$ cat src/rtl/censor_pkg.sv
// Shared constants, state encoding and result payload for the word hash sequencer.
package censor_pkg;

    localparam int unsigned MAX_LEN_DEF = 32;
    localparam int unsigned HASH_W_DEF  = 32;
    localparam int unsigned WORD_W      = 8 * MAX_LEN_DEF;
    localparam int unsigned LEN_W       = 6;

    localparam logic [7:0] CH_SPACE = 8'h20;
    localparam logic [7:0] CH_TAB   = 8'h09;
    localparam logic [7:0] CH_LF    = 8'h0A;
    localparam logic [7:0] CH_CR    = 8'h0D;

    typedef enum logic [1:0] {
        COLLECT,
        HASH,
        EMIT
    } state_e;

    typedef struct packed {
        logic [WORD_W-1:0]     word;
        logic [HASH_W_DEF-1:0] hash;
        logic                  is_present;
        logic [LEN_W-1:0]      len;
        logic                  truncated;
    } result_t;

    function automatic logic is_delim(input logic [7:0] b);
        return (b == CH_SPACE) || (b == CH_TAB) || (b == CH_LF) || (b == CH_CR);
    endfunction

endpackage

$ cat src/rtl/word_hash_sequencer_if.sv
// Byte stream, hash engine and result channels of the word hash sequencer.
interface word_hash_sequencer_if
    import censor_pkg::*;
#(
    parameter int unsigned MAX_LEN = 32,
    parameter int unsigned HASH_W  = 32,
    parameter int unsigned CNT_W   = 16
);
    logic                   in_valid;
    logic                   in_ready;
    logic [7:0]             in_data;
    logic                   in_last;

    logic                   eng_enable;
    logic                   eng_ready;
    logic [8*MAX_LEN-1:0]   eng_word;
    logic [HASH_W-1:0]      eng_hash;
    logic                   eng_is_present;

    logic                   res_valid;
    logic                   res_ready;
    logic [8*MAX_LEN-1:0]   res_word;
    logic [HASH_W-1:0]      res_hash;
    logic                   res_is_present;
    logic [LEN_W-1:0]       res_len;
    logic                   res_truncated;

    logic [CNT_W-1:0]       word_count;
    logic [CNT_W-1:0]       hit_count;

    modport slave (
        input  in_valid, in_data, in_last, eng_ready, eng_hash, eng_is_present, res_ready,
        output in_ready, eng_enable, eng_word, res_valid, res_word, res_hash,
               res_is_present, res_len, res_truncated, word_count, hit_count
    );

    modport master (
        output in_valid, in_data, in_last, eng_ready, eng_hash, eng_is_present, res_ready,
        input  in_ready, eng_enable, eng_word, res_valid, res_word, res_hash,
               res_is_present, res_len, res_truncated, word_count, hit_count
    );
endinterface

$ cat src/rtl/word_hash_sequencer_assembler.sv
// Packs accepted characters into the word buffer and flags word boundaries.
module word_assembler
    import censor_pkg::*;
#(
    parameter int unsigned MAX_LEN = MAX_LEN_DEF
) (
    input  logic                 clk_i,
    input  logic                 rst_i,
    input  logic                 accept_i,
    input  logic [7:0]           data_i,
    input  logic                 last_i,
    input  logic                 clear_i,
    output logic [8*MAX_LEN-1:0] word_o,
    output logic [LEN_W-1:0]     len_o,
    output logic                 trunc_o,
    output logic                 done_c_o
);
    localparam int unsigned WW = 8 * MAX_LEN;

    logic [WW-1:0]    wbuf_q;
    logic [LEN_W-1:0] len_q;
    logic             trunc_q;
    logic             delim_c;

    assign delim_c = is_delim(data_i);

    // A character always leaves len>0 (appended or overflowing), so in_last on it closes the word.
    assign done_c_o = accept_i && (delim_c ? (len_q != '0) : last_i);

    always_ff @(posedge clk_i) begin
        if (rst_i || clear_i) begin
            wbuf_q  <= '0;
            len_q   <= '0;
            trunc_q <= 1'b0;
        end else if (accept_i && !delim_c) begin
            if (len_q < LEN_W'(MAX_LEN)) begin
                wbuf_q <= {wbuf_q[WW-9:0], data_i};
                len_q  <= len_q + LEN_W'(1);
            end else begin
                trunc_q <= 1'b1;
            end
        end
    end

    assign word_o  = wbuf_q;
    assign len_o   = len_q;
    assign trunc_o = trunc_q;

endmodule

$ cat src/rtl/word_hash_sequencer.sv
// Tokenises a byte stream into words, hashes each via the shared engine and emits one result per word.
module word_hash_sequencer
    import censor_pkg::*;
#(
    parameter int unsigned MAX_LEN = MAX_LEN_DEF,
    parameter int unsigned HASH_W  = HASH_W_DEF,
    parameter int unsigned CNT_W   = 16
) (
    input logic                  clock,
    input logic                  reset,
    word_hash_sequencer_if.slave bus
);
    localparam int unsigned WORD_BITS = 8 * MAX_LEN;

    state_e               state_q;
    logic                 in_ready_q;
    logic                 eng_enable_q;
    logic                 res_valid_q;
    result_t              res_q;
    logic [CNT_W-1:0]     word_count_q;
    logic [CNT_W-1:0]     word_count_d;
    logic [CNT_W-1:0]     hit_count_q;
    logic [CNT_W-1:0]     hit_count_d;

    logic [WORD_BITS-1:0] asm_word;
    logic [LEN_W-1:0]     asm_len;
    logic                 asm_trunc;
    logic                 word_done_c;
    logic                 accept_c;
    logic                 clear_c;
    logic                 hit_c;
    logic [HASH_W-1:0]    hash_c;

    assign accept_c = bus.in_valid && in_ready_q;
    assign clear_c  = (state_q == EMIT) && res_valid_q && bus.res_ready;
    assign hash_c   = bus.eng_hash;
    assign hit_c    = bus.eng_is_present;

    word_assembler #(.MAX_LEN(MAX_LEN)) u_asm (
        .clk_i    (clock),
        .rst_i    (reset),
        .accept_i (accept_c),
        .data_i   (bus.in_data),
        .last_i   (bus.in_last),
        .clear_i  (clear_c),
        .word_o   (asm_word),
        .len_o    (asm_len),
        .trunc_o  (asm_trunc),
        .done_c_o (word_done_c)
    );

    // Saturating statistics increments.
    always_comb begin
        word_count_d = word_count_q;
        hit_count_d  = hit_count_q;
        if (word_count_q != '1) word_count_d = word_count_q + CNT_W'(1);
        if (hit_c && (hit_count_q != '1)) hit_count_d = hit_count_q + CNT_W'(1);
    end

    always_ff @(posedge clock) begin
        if (reset) begin
            state_q      <= COLLECT;
            in_ready_q   <= 1'b0;
            eng_enable_q <= 1'b0;
            res_valid_q  <= 1'b0;
            res_q        <= '0;
            word_count_q <= '0;
            hit_count_q  <= '0;
        end else begin
            case (state_q)
                COLLECT: begin
                    if (word_done_c) begin
                        state_q      <= HASH;
                        in_ready_q   <= 1'b0;
                        eng_enable_q <= 1'b1;
                    end else begin
                        in_ready_q   <= 1'b1;
                    end
                end
                HASH: begin
                    if (eng_enable_q && bus.eng_ready) begin
                        state_q      <= EMIT;
                        eng_enable_q <= 1'b0;
                        res_valid_q  <= 1'b1;
                        res_q        <= '{word: asm_word, hash: hash_c, is_present: hit_c,
                                          len: asm_len, truncated: asm_trunc};
                        word_count_q <= word_count_d;
                        hit_count_q  <= hit_count_d;
                    end
                end
                EMIT: begin
                    if (clear_c) begin
                        state_q     <= COLLECT;
                        res_valid_q <= 1'b0;
                        in_ready_q  <= 1'b1;
                    end
                end
                default: state_q <= COLLECT;
            endcase
        end
    end

    assign bus.in_ready       = in_ready_q;
    assign bus.eng_enable     = eng_enable_q;
    assign bus.eng_word       = asm_word;
    assign bus.res_valid      = res_valid_q;
    assign bus.res_word       = res_q.word;
    assign bus.res_hash       = res_q.hash;
    assign bus.res_is_present = res_q.is_present;
    assign bus.res_len        = res_q.len;
    assign bus.res_truncated  = res_q.truncated;
    assign bus.word_count     = word_count_q;
    assign bus.hit_count      = hit_count_q;

endmodule

$ cat src/flat_wrapper.sv
// flat-port wrapper written by rule: the top's interface ports become plain ports
module word_hash_sequencer_flat import censor_pkg::*;
#(
    parameter int unsigned MAX_LEN = MAX_LEN_DEF,
    parameter int unsigned HASH_W  = HASH_W_DEF,
    parameter int unsigned CNT_W   = 16
)
  (clock, reset, bus_in_valid, bus_in_data, bus_in_last, bus_eng_ready, bus_eng_hash, bus_eng_is_present, bus_res_ready, bus_in_ready, bus_eng_enable, bus_eng_word, bus_res_valid, bus_res_word, bus_res_hash, bus_res_is_present, bus_res_len, bus_res_truncated, bus_word_count, bus_hit_count);
  word_hash_sequencer_if #(.MAX_LEN(MAX_LEN), .HASH_W(HASH_W), .CNT_W(CNT_W)) bus_i ();
  input logic clock;
  input logic reset;
  input wire logic [$bits(bus_i.in_valid)-1:0] bus_in_valid;
  input wire logic [$bits(bus_i.in_data)-1:0] bus_in_data;
  input wire logic [$bits(bus_i.in_last)-1:0] bus_in_last;
  input wire logic [$bits(bus_i.eng_ready)-1:0] bus_eng_ready;
  input wire logic [$bits(bus_i.eng_hash)-1:0] bus_eng_hash;
  input wire logic [$bits(bus_i.eng_is_present)-1:0] bus_eng_is_present;
  input wire logic [$bits(bus_i.res_ready)-1:0] bus_res_ready;
  output wire logic [$bits(bus_i.in_ready)-1:0] bus_in_ready;
  output wire logic [$bits(bus_i.eng_enable)-1:0] bus_eng_enable;
  output wire logic [$bits(bus_i.eng_word)-1:0] bus_eng_word;
  output wire logic [$bits(bus_i.res_valid)-1:0] bus_res_valid;
  output wire logic [$bits(bus_i.res_word)-1:0] bus_res_word;
  output wire logic [$bits(bus_i.res_hash)-1:0] bus_res_hash;
  output wire logic [$bits(bus_i.res_is_present)-1:0] bus_res_is_present;
  output wire logic [$bits(bus_i.res_len)-1:0] bus_res_len;
  output wire logic [$bits(bus_i.res_truncated)-1:0] bus_res_truncated;
  output wire logic [$bits(bus_i.word_count)-1:0] bus_word_count;
  output wire logic [$bits(bus_i.hit_count)-1:0] bus_hit_count;
  assign bus_i.in_valid = bus_in_valid;
  assign bus_i.in_data = bus_in_data;
  assign bus_i.in_last = bus_in_last;
  assign bus_i.eng_ready = bus_eng_ready;
  assign bus_i.eng_hash = bus_eng_hash;
  assign bus_i.eng_is_present = bus_eng_is_present;
  assign bus_i.res_ready = bus_res_ready;
  assign bus_in_ready = bus_i.in_ready;
  assign bus_eng_enable = bus_i.eng_enable;
  assign bus_eng_word = bus_i.eng_word;
  assign bus_res_valid = bus_i.res_valid;
  assign bus_res_word = bus_i.res_word;
  assign bus_res_hash = bus_i.res_hash;
  assign bus_res_is_present = bus_i.res_is_present;
  assign bus_res_len = bus_i.res_len;
  assign bus_res_truncated = bus_i.res_truncated;
  assign bus_word_count = bus_i.word_count;
  assign bus_hit_count = bus_i.hit_count;
  word_hash_sequencer #(.MAX_LEN(MAX_LEN), .HASH_W(HASH_W), .CNT_W(CNT_W)) u_core (.clock(clock), .reset(reset), .bus(bus_i));
endmodule
$ cat config.mk
export PLATFORM = sky130hd
export DESIGN_NAME = word_hash_sequencer_flat
export DESIGN_NICKNAME = d
export VERILOG_FILES = /design/src/rtl/censor_pkg.sv /design/src/rtl/word_hash_sequencer_if.sv /design/src/rtl/word_hash_sequencer_assembler.sv /design/src/rtl/word_hash_sequencer.sv /design/src/flat_wrapper.sv
export SDC_FILE = /design/constraint.sdc
export NUM_CORES = 1
export LEC_CHECK = 0
export ABC_CLOCK_PERIOD_IN_PS = 2300
export BUFFER_PORTS_ARGS = -buffer_cell sky130_fd_sc_hd__buf_2
export CAP_MARGIN = 10
export CORE_AREA = 2 2 246 248
export CTS_CLUSTER_DIAMETER = 30
export DETAILED_ROUTE_END_ITERATION = 10
export DIE_AREA = 0 0 248 250
export PLACE_DENSITY = 0.55
export SLEW_MARGIN = 20
export SYNTH_ARGS = -nofsm -noshare
export SYNTH_HDL_FRONTEND = slang
export SYNTH_SLANG_ARGS = --single-unit
$ cat constraint.sdc
create_clock -name clock -period 2.3 [get_ports clock]
set_input_delay 0.115 -clock clock [delete_from_list [all_inputs] [get_ports clock]]
set_output_delay 0.115 -clock clock [all_outputs]
set_load 0.05 [all_outputs]
After elaboration in Yosys (flattened, before gate mapping):

Cells that the tools add are included.

* $add $sub $neg: 3
* bitwise operators: 1
* reduce and logical (&&, ||, !) cells: 26
* magnitude comparators: 1
* muxes and demuxes: 14
* equal/unequal tests: 11

Operator list (count)
* $add A16 B1 Y16 const B: 2
* $ne A16 B16 Y1 const B: 2
* $eq A8 B4 Y1 const B: 3
* $reduce_and A3 Y1: 5
* $eq A8 B6 Y1 const B: 1
* $reduce_and A2 Y1: 4
* $logic_and A1 B1 Y1: 7
* $mux W1: 7
* $add A6 B1 Y6 const B: 1
* $lt A6 B6 Y1 const B: 1
* $mux W2: 3
* $pmux W1 S2: 3
* $pmux W2 S3: 1
* $reduce_bool A2 Y1: 3
* $reduce_bool A6 Y1: 1
* $logic_or A1 B1 Y1: 4
* $ne A2 B2 Y1 const B: 2
* $eq A2 B1 Y1 const B: 1
* $eq A2 B2 Y1 const B: 1
* $logic_not A2 Y1: 1
* $ne A2 B1 Y1 const B: 1
* $logic_not A1 Y1: 1
* $not A1 Y1: 1

* word-level logic and storage cells: 70
* output and inout port bits: 587
* register bits: 596
* bits of input ports: 47

Logic depth before layout (Yosys ltp):

* word-level depth: 8
* depth in mapped cells: 8

Cells and area by module:

A second synthesis with hierarchy kept.

* cell total of the unflattened synthesis: 2665
* area, all modules: 21129.0 sq um

Modules (own cells, without submodules)
* word_hash_sequencer: area an instance 11908.9 sq um, instances 1, cells each 1505
* word_assembler: area an instance 9220.1 sq um, instances 1, cells each 1160

Worst setup path before layout:

No wires, ideal clock.

* path type: reg2reg
* start: reg u_core.word_count_q[0] (netlist: u_core.bus.word_count[0])
* end: reg u_core.word_count_q[1] (netlist: u_core.bus.word_count[1])
* buffers on the path: 1
* stages on the path, launching flop included: 8
* arrival: 2.144 ns
* path slack: 0.028 ns
* data required time: 2.172 ns
* setup time: 0.128 ns
* clock period less this slack: 2.272 ns
* cells stage by stage: dfxtp_1 > ha_1 > nand2_1 > or4_1 > buf_2 > o21ai_0 > mux2i_1 > nor2_1

* word-level cells in the longest chain between the ends: 2
* elaborated cells on any way between the ends: 3
* those cells by class: add/sub (1); eq/ne (1); reduce/logical (1)

RTL lines
* from (decl): RTL line word_hash_sequencer.sv:20 `logic [CNT_W-1:0] word_count_q;`
* from (signal assigned): RTL line word_hash_sequencer.sv:87 `word_count_q <= word_count_d;`
* branches (longest 2 deep; another with $add A16 B1 Y16)

Parallel ways; which one is timed is not known.
A chain may end at the register's enable or synchronous reset.

Worst setup path after layout:

* start: reg u_core.word_count_q[0] (netlist: u_core.bus.word_count[0])
* end: reg u_core.word_count_q[12] (netlist: u_core.bus.word_count[12])

The elaborated chain is that of the path after synthesis.

==> out/qor.yml <==
status:
  status: "complete, no violations"
grt:
  grt_use_total: 0.224
  antenna_found_initial: 2
  grt_max_degree: 140
  gr-total-overflow: 0
  grt_pass1_wl_um: 110000
  grt_pass1_vias: 19041
timing:
  setup_viol: 0
  fin_worst_skew_ns: 0.0260
  finalCriticalPeriod_ns: 2.06
  fmax_mhz: 487
  maxSlewViolCount: 0
  tightest_slew_ns: 0.720
  period_share: 0.894
  tns_ns: 0
  rsz0062_at_grt: "no"
  relSlewSlack: 0.507
  finalHoldViolCount: 0
worst_setup_path:
  cp_slowest_stage_delay_ns: 0.59
  critPathLaunchType: "register"
  worstSetupPathType: "reg -> reg"
  arrival_ns: 2.57
  critPathBufInv: 0
  rrSetupSlack_ns: 0.24
  crit_chain: "ha_1 -> nand2_1 -> or4_1 -> nor4b_1 -> xnor2_1 -> nor2_1"
  slowest_stage: "or4_1"
  critical_path.top_delay_family: "simple AND/OR/NAND/NOR gates"
  crit_required_ns: 2.81
  critical_path.endpoint_type: "register"
  path_max_fanout: 10
synthesis:
  ys_ff_latch: 596
  synthFlopType: "dfxtp_1"
  avgSynthCellArea_um2: 7.94
  ys_warn_count: 0
  synth-seq-area-share: 0.566
  synth_edf_count: 0
  netlist_instances: 2657
  async_flop_share: 0
  synth_cell_types: 50
  synth_nets: 2711
  synth_area_mm2: 0.0211
finish:
  n_antenna_cell: 0
  fin_nets: 3357
  nFillCells: 5723
  area_growth_pct: 40.8
  finish.instance_area_mm2: 0.0297
  drive_above_1_share: 0.265
placed_design:
  io_buffers: 633
  post-dp-hpwl_um: 49900
  place_area_mm2: 0.0250
  gp_congestion: 0.835
run:
  drv_cap: 0
routing:
  viasPerCell: 4.88
  drtAntennaViolNets: 0
  dr.pass1.iters: 5
  drtIter0Drc: 1340
  vias: 20468
  wl_um: 73000
  wl_per_cell_um: 17.4
  drc: 0
clocking:
  cts_tree: "yes"
  clockBufferDepth: 3
  cts-root-buf: "clkbuf_16"
  insertion_delay_ns: 0.66
  clk_pin_slew_ns: 0.05
  cts.sinks: 596
  numCtsBuffers: 119
  cts_max_level: 3
  cts_setup_buffers: 0
floorplanning:
  io_pins: 634
  start_util: 0.354
  die_area_mm2: 0.0620
  core_mm2: 0.0596
  fp.dieW_um: 248
  placementRows: 90
  die_h_um: 250
power_and_ir_drop:
  cellLeakagePower_uw: 0.0122
  cellPowerDensity_mw_per_mm2: 981
  vdd_drop_max_uv: 636
  p_total_uw: 29100
hold_path:
  hold_path.class: "in -> reg"
==> sequential cells by signal, indices dropped and copies added, names as in the netlist, 2 cells and up <==
signal,flops
u_core.bus.hit_count,16
u_core.bus.res_hash,32
u_core.bus.res_len,6
u_core.bus.res_word,256
u_core.bus.word_count,16
u_core.state_q,2
u_core.u_asm.len_o,6
u_core.u_asm.word_o,256
==> report_power, final <==
part	internal (uW)	switching [uW]	total [uW]	leakage (uW)
logic	188	527	715	0.00540
clock network	12100	5890	18000	0.00205
registers	10400	26.8	10400	0.00480
==> worst reg2reg max path, stage by stage, from the launching register on <==
cell,delay [ns]
dfxtp_1,0.40
ha_1,0.23
nand2_1,0.11
or4_1,0.59
nor4b_1,0.38
xnor2_1,0.16
nor2_1,0.05
==> cell usage after synthesis, types with 2 or more instances <==
| cell | instances | area (um2) |
|---|---|---|
| buf_1 | 7 | 26.3 |
| o2111ai_1 | 8 | 70.1 |
| clkbuf_1 | 153 | 574 |
| a21oi_1 | 566 | 2830 |
| or3_1 | 2 | 12.5 |
| or4_1 | 4 | 30.0 |
| and4_1 | 2 | 17.5 |
| xor2_1 | 24 | 210 |
| ha_1 | 7 | 87.6 |
| xnor2_1 | 5 | 43.8 |
| nor2_1 | 41 | 154 |
| nor3_1 | 9 | 45.0 |
| a31o_2 | 2 | 17.5 |
| buf_4 | 13 | 97.6 |
| nand2_1 | 1119 | 4200 |
| nand4_1 | 6 | 37.5 |
| dfxtp_1 | 596 | 11900 |
| inv_1 | 8 | 30.0 |
| buf_2 | 8 | 40.0 |
| o21ai_0 | 10 | 50.1 |
| a211oi_1 | 2 | 15.0 |
| mux2i_1 | 2 | 20.0 |
| buf_8 | 2 | 30.0 |
| and3_1 | 10 | 62.6 |
| buf_6 | 10 | 113 |
| o211ai_1 | 3 | 22.5 |
| nor4_1 | 2 | 12.5 |
| a31oi_1 | 2 | 12.5 |
| nand3_1 | 13 | 65.1 |
==> logic make-up (layout without fill, tap and decap cells) <==
| group | after synthesis | in the layout | share of synthesized area |
|---|---|---|---|
| AND/OR/NAND/NOR | 1215 | 1215 | 0.224 |
| AO/OA/AOI/OAI | 606 | 606 | 0.150 |
| flip-flops | 596 | 596 | 0.566 |
| buffers and inverters | 201 | 952 | 0.0432 |
| XOR/XNOR | 29 | 29 | 0.0120 |
| adder cells (fa/ha/maj) | 7 | 7 | 0.00415 |
| multiplexers | 3 | 3 | 0.00148 |
==> area by class of cell <==
type / count / area (um2) / area share
flip-flops and latches: 596 / 11900 / 0.402
clock inverters: 78 / 997 / 0.0336
well taps: 782 / 978 / 0.0329
repair buffers: 718 / 4170 / 0.141
clock buffers: 148 / 3310 / 0.111
inverters: 8 / 30.0 / 0.00101
multi-input cells: 1860 / 8280 / 0.279
==> stage by stage <==
step	std cells	utilization	setup slack, ns	hold slack, ns
6_report	4190	0.499	0.245	0.0554
5_1_grt	4190	0.499	0.00971	0.0546
4_1_cts	4190	0.499	0.184	0.0189
3_5_place_dp	3921	0.419	0.212	0.363
3_3_place_gp	3921	0.419	0.245	0.356
2_1_floorplan	2657	-	0.0280	0.251
==> layer usage <==
metal  routed length (um)  vias to the layer above  global-route usage
met2                34400                      713               0.364
met1                30800                     9647               0.280
met5                    0                        -                   0
li1                     -                     9977                   -
met4                 2020                        0              0.0881
met3                 5780                      131              0.0598
==> repair_timing <==
action | CTS | global route
endpoints found under the hold margin | 106 | 0
hold buffers | 43 | 0
setup endpoints to repair | 0 | 1
gates resized for setup | 0 | 1
==> placed cells by master, fill, tap and decap left out, types with 2 or more instances in the layout <==
cell / n
a211oi_1: 2
a21oi_1: 566
a31oi_1: 2
and3_1: 9
and4_1: 2
buf_12: 20
buf_2: 632
buf_4: 22
bufinv_16: 17
clkbuf_1: 10
clkbuf_16: 122
clkbuf_8: 16
clkinv_16: 2
clkinv_2: 19
clkinv_4: 11
clkinvlp_4: 21
dfxtp_1: 596
dlygate4sd3_1: 43
ha_1: 7
inv_1: 8
inv_6: 7
mux2i_1: 2
nand2_1: 1119
nand3_1: 12
nand4_1: 6
nor2_1: 41
nor3_1: 9
nor4_1: 2
o2111ai_1: 8
o211ai_1: 3
o21ai_0: 9
or3_1: 2
or4_1: 4
xnor2_1: 5
xor2_1: 24
==> worst paths after layout <==
kind | startpoint | endpoint | cells after the start
worst max-delay path | u_core.bus.word_count[0] | u_core.bus.word_count[12] | 6
worst min-delay path | bus_in_last | u_core.state_q[1] | 5
worst max register to register | u_core.bus.word_count[0] | u_core.bus.word_count[12] | 6
worst min register to register | u_core.bus.res_word[249] | u_core.bus.res_word[249] | 2
(Power assumes the default switching activity.)
